[src/rtl/serial_word_comparator_pkg.sv]
// serial_word_comparator_pkg: constants shared by the serial comparator and its flag consumers
package serial_word_comparator_pkg;
  localparam int NIBBLE_W = 4;
  typedef enum logic {ST_IDLE = 1'b0, ST_CMP = 1'b1} state_e;
  // Flag vector layout is {less, equal, greater}
  localparam int FLAG_GREATER = 0;
  localparam int FLAG_EQUAL = 1;
  localparam int FLAG_LESS = 2;
  localparam logic [2:0] FLAGS_NONE = 3'b000;
  localparam logic [2:0] FLAGS_GREATER = 3'b001 << FLAG_GREATER;
  localparam logic [2:0] FLAGS_EQUAL = 3'b001 << FLAG_EQUAL;
  localparam logic [2:0] FLAGS_LESS = 3'b001 << FLAG_LESS;
endpackage

[src/rtl/serial_word_comparator_nibble_cmp.sv]
// nibble_cmp: combinational 4-bit unsigned compare
//   a_i, b_i : nibbles to compare
//   lt_o, eq_o, gt_o : a_i<b_i, a_i==b_i, a_i>b_i
module nibble_cmp
  import serial_word_comparator_pkg::*;
(
  input  logic [NIBBLE_W-1:0] a_i,
  input  logic [NIBBLE_W-1:0] b_i,
  output logic                lt_o,
  output logic                eq_o,
  output logic                gt_o
);
  assign lt_o = a_i < b_i;
  assign eq_o = a_i == b_i;
  assign gt_o = a_i > b_i;
endmodule

[src/rtl/serial_word_comparator.sv]
// serial_word_comparator: MSB-first nibble-serial unsigned magnitude compare with early exit
//   clk, rst           : clock, async active-high reset
//   start, a, b        : request and operands, sampled only when idle
//   busy, done         : compare in progress, one-cycle result strobe
//   less, greater, equal : result flags, held from done until the next accepted start
module serial_word_comparator
  import serial_word_comparator_pkg::*;
#(
  parameter int NIBBLES = 4
) (
  input  logic                      clk,
  input  logic                      rst,
  input  logic                      start,
  input  logic [NIBBLE_W*NIBBLES-1:0] a,
  input  logic [NIBBLE_W*NIBBLES-1:0] b,
  output logic                      busy,
  output logic                      done,
  output logic                      less,
  output logic                      greater,
  output logic                      equal
);
  localparam int W = NIBBLE_W * NIBBLES;
  localparam int IW = $clog2(NIBBLES);
  state_e state_q, state_d;
  logic [W-1:0] a_q, a_d, b_q, b_d;
  logic [IW-1:0] idx_q, idx_d;
  logic [2:0] flags_q, flags_d;
  logic done_q, done_d;
  logic lt, eq, gt;
  nibble_cmp u_nibble_cmp (
    .a_i (a_q[idx_q*NIBBLE_W +: NIBBLE_W]),
    .b_i (b_q[idx_q*NIBBLE_W +: NIBBLE_W]),
    .lt_o(lt),
    .eq_o(eq),
    .gt_o(gt)
  );
  always_ff @(posedge clk or posedge rst) begin
    if (rst) begin
      state_q <= ST_IDLE;
      a_q     <= '0;
      b_q     <= '0;
      idx_q   <= '0;
      flags_q <= FLAGS_NONE;
      done_q  <= 1'b0;
    end else begin
      state_q <= state_d;
      a_q     <= a_d;
      b_q     <= b_d;
      idx_q   <= idx_d;
      flags_q <= flags_d;
      done_q  <= done_d;
    end
  end
  always_comb begin
    state_d = state_q;
    a_d     = a_q;
    b_d     = b_q;
    idx_d   = idx_q;
    flags_d = flags_q;
    done_d  = 1'b0;
    if (state_q == ST_IDLE) begin
      if (start) begin
        a_d     = a;
        b_d     = b;
        idx_d   = IW'(NIBBLES - 1);
        flags_d = FLAGS_NONE;
        state_d = ST_CMP;
      end
    end else if (!eq || idx_q == '0) begin
      // First differing nibble decides; reaching nibble 0 still equal means the words match
      flags_d = gt ? FLAGS_GREATER : lt ? FLAGS_LESS : FLAGS_EQUAL;
      done_d  = 1'b1;
      state_d = ST_IDLE;
    end else begin
      idx_d = idx_q - IW'(1);
    end
  end
  always_comb begin
    busy    = state_q == ST_CMP;
    done    = done_q;
    less    = flags_q[FLAG_LESS];
    greater = flags_q[FLAG_GREATER];
    equal   = flags_q[FLAG_EQUAL];
  end
endmodule

[config.mk]
export PLATFORM = sky130hd
export DESIGN_NAME = serial_word_comparator
export DESIGN_NICKNAME = d
export VERILOG_FILES = /design/src/rtl/serial_word_comparator_pkg.sv /design/src/rtl/serial_word_comparator_nibble_cmp.sv /design/src/rtl/serial_word_comparator.sv
export SDC_FILE = /design/constraint.sdc
export NUM_CORES = 1
export LEC_CHECK = 0
export CORE_ASPECT_RATIO = 1.5
export CORE_MARGIN = 1
export CORE_UTILIZATION = 40
export DETAILED_ROUTE_END_ITERATION = 12
export PLACE_DENSITY = 0.74
export SYNTH_ARGS = -nofsm -noshare
export SYNTH_HDL_FRONTEND = slang
export SYNTH_HIERARCHICAL = 1
export SYNTH_SLANG_ARGS = --single-unit
[constraint.sdc]
create_clock -name clk -period 6.01 [get_ports clk]
set_clock_uncertainty 0.05 [all_clocks]
set_input_delay 1.5025 -clock clk [delete_from_list [all_inputs] [get_ports clk]]
set_output_delay 1.5025 -clock clk [all_outputs]
set_load 0.02 [all_outputs]
==> reports/results.ini <==
[final_layout]
flow.area_growth_from_synthesis_pct=24.8
layout.cells.most_common=sky130_fd_sc_hd__nand2_1
antenna_cells=0
layout.filler_cells=426
layoutNonFillerInstCount=278
fin_area_mm2=0.00234
layout.nets=269
layout.cells.most_common_list=sky130_fd_sc_hd__nand2_1, sky130_fd_sc_hd__dfrtp_1, sky130_fd_sc_hd__clkdlybuf4s50_1
final_layout_size_suffix_gt1_share_pct=9.57

[worst_setup_path]
worst-endpoint-arrival_ns=3.28
cp_max_fo=32
critPathLaunchType=input pin
crit_path_kind=input pin to register
endpoint_kind=register
required_ns=6.19
timing.reg2reg.setup_slack_ns=3.46

[clock_network]
clock_sinks=39
path_clk_slew_ns=0.07
post-cts-setup-buffers=0
cts_tree=built
cts_resized=0
numCtsBuffers=5
cts-root-buf=sky130_fd_sc_hd__clkbuf_8
cts_hold_buf=0
clock_tree.buffer_depth=2
later_pin_clock_latency_in_the_skew_report_ns=0.29
htreeDepth=2

[grt]
number_of_global_route_vias_before_repair=1441
grt_max_degree=40
grt_util_all_layers_pct=16.2
grt_antenna_before_repair=0
first_pass_grt_wire_length_mm=6.04
grt.overflow.total=0

[detailed_routing]
drt_first_pass_iters=8
final_antenna_net_count=0
post-route-drc-count=2
avg_wl_per_cell_um=12.3
drt_first_iter_violations=45
vias=1352
route.detailed.vias_per_inst=4.86
postRouteWirelength_mm=3.42

[floorplanning]
die_area_mm2=0.00497
die_x_um=57.9
pin_count=40
core_region_area_mm2=0.00450
std_cell_rows=30
initial_core_utilization_pct=41.6
die_height_um=85.8

[yosys]
count_of_different_cell_masters_after_synthesis=25
syn-cell-area_mm2=0.00187
synth-edff-count=0
synth-seq-area-share_pct=52.1
synth-async-reset-ratio_pct=100
synth.yosys.warnings=6
synth_ff_type=sky130_fd_sc_hd__dfrtp_1
syn_area_per_cell_um2=9.81
netlist_instances=191
syn_nets=231
ys_seq_elements=39

[power_and_ir_drop]
total_power_density_per_cell_area_mw_per_mm2=424
vdd_ir_drop_max_uv=171
p_leak_nw=1.17

[placed_design]
post_dp_cell_area_mm2=0.00226
detailed_placement_wirelength_estimate_mm=2.33
gp_congestion=0.752
place_inst=270
io_buffer_count=39

[run_status]
outcome=finished, violations left
violations_in_the_final_reports=design-rule violations

[timing]
report.final.hold_viol_count=0
fmax_mhz=322
worst_pin_slew_ns=1.22
maxSlewHeadroom_pct=18.4
grt_setup_unrepaired=no
min_period_ns=3.10
final_setup_vio_count=0
final-max-slew-violation-count=0
finalSetupTns_ns=0
fraction_of_the_cycle_the_final_worst_path_needs_pct=51.6

[run]
drv_cap=0

[hold_path]
worst_hold_path_type=register to register

-- synth_stat cells, types with 2 or more instances --
cell type                    n  area share, %
sky130_fd_sc_hd__and2_1      2           0.67
sky130_fd_sc_hd__buf_4       4            1.6
sky130_fd_sc_hd__buf_6       4            2.4
sky130_fd_sc_hd__dfrtp_1    39             52
sky130_fd_sc_hd__ha_1        5            3.3
sky130_fd_sc_hd__inv_1       8            1.6
sky130_fd_sc_hd__mux4_2      8            9.6
sky130_fd_sc_hd__nand2_1   100             20
sky130_fd_sc_hd__nand2b_1    2           0.67
sky130_fd_sc_hd__nor2_1      2           0.40
sky130_fd_sc_hd__o21ai_0     3           0.80
-- kinds of logic after synthesis --
group / count (synthesis) / share of synthesized area, %
AND/OR/NAND/NOR: 112 / 24.6
flip-flops: 39 / 52.1
buffers and inverters: 18 / 6.08
multiplexers: 9 / 10.4
AO/OA/AOI/OAI: 8 / 3.47
adder cells (fa/ha/maj): 5 / 3.34
-- sequential cells by signal, indices dropped and copies added, names as in the netlist --
register	cells
b_q	16
idx_q	2
flags_q	3
a_q	16
done	1
busy	1
-- report_power, final --
part	internal, mW	total [mW]	switching [mW]
Combinational	0.206	0.401	0.195
Sequential	0.364	0.423	0.0591
Clock	0.0814	0.168	0.0868
-- critical path, cell delays in order --
cell and delay (ns):
sky130_fd_sc_hd__clkdlybuf4s50_1 0.50, sky130_fd_sc_hd__nor2b_2 0.97, sky130_fd_sc_hd__nand2_1 0.18, sky130_fd_sc_hd__nand2_1 0.12
-- path summary, 6_finish.rpt --
| path | from | cells after the start | to |
|---|---|---|---|
| setup / recovery | start | 4 | a_q[7]$_DFFE_PP0P_ |
| hold / removal | a_q[15]$_DFFE_PP0P_ | 2 | a_q[15]$_DFFE_PP0P_ |
| setup reg to reg | idx_q[0]$_DFFE_PP0P_ | 6 | idx_q[0]$_DFFE_PP0P_ |
| hold reg to reg | a_q[15]$_DFFE_PP0P_ | 2 | a_q[15]$_DFFE_PP0P_ |
| max in group asynchronous | rst | 3 | a_q[11]$_DFFE_PP0P_ |
| min in group asynchronous | rst | 3 | b_q[9]$_DFFE_PP0P_ |
-- cell type report --
class	count	area [µm²]	area share, %
flip-flops and latches	39	976	41.7
multi-input cells	134	786	33.6
repair buffers	41	405	17.3
clock buffers	7	76.3	3.26
well taps	48	60.1	2.57
inverters	8	30.0	1.28
clock inverters	1	5.00	0.214
-- layer usage --
metal	track usage [%]	wire, µm	vias to the layer above
met3	3.47	118	12
li1	-	-	678
met5	0	0	-
met1	17.8	1420	631
met2	27.1	1740	31
met4	11.5	142	0
-- stage by stage --
step / utilization [%] / worst slack [ns] / power, mW / hold slack, ns
after floorplan: - / 3.57 / 0.741 / 0.390
after global placement: 50.1 / 2.66 / 0.820 / 0.403
after detailed placement: 50.1 / 2.58 / 0.835 / 0.407
after CTS: 51.9 / 2.89 / 1.01 / 0.424
after global routing: 51.9 / 2.71 / 1.07 / 0.441
final: 51.9 / 2.91 / 0.993 / 0.420
(Power assumes the default switching activity.)
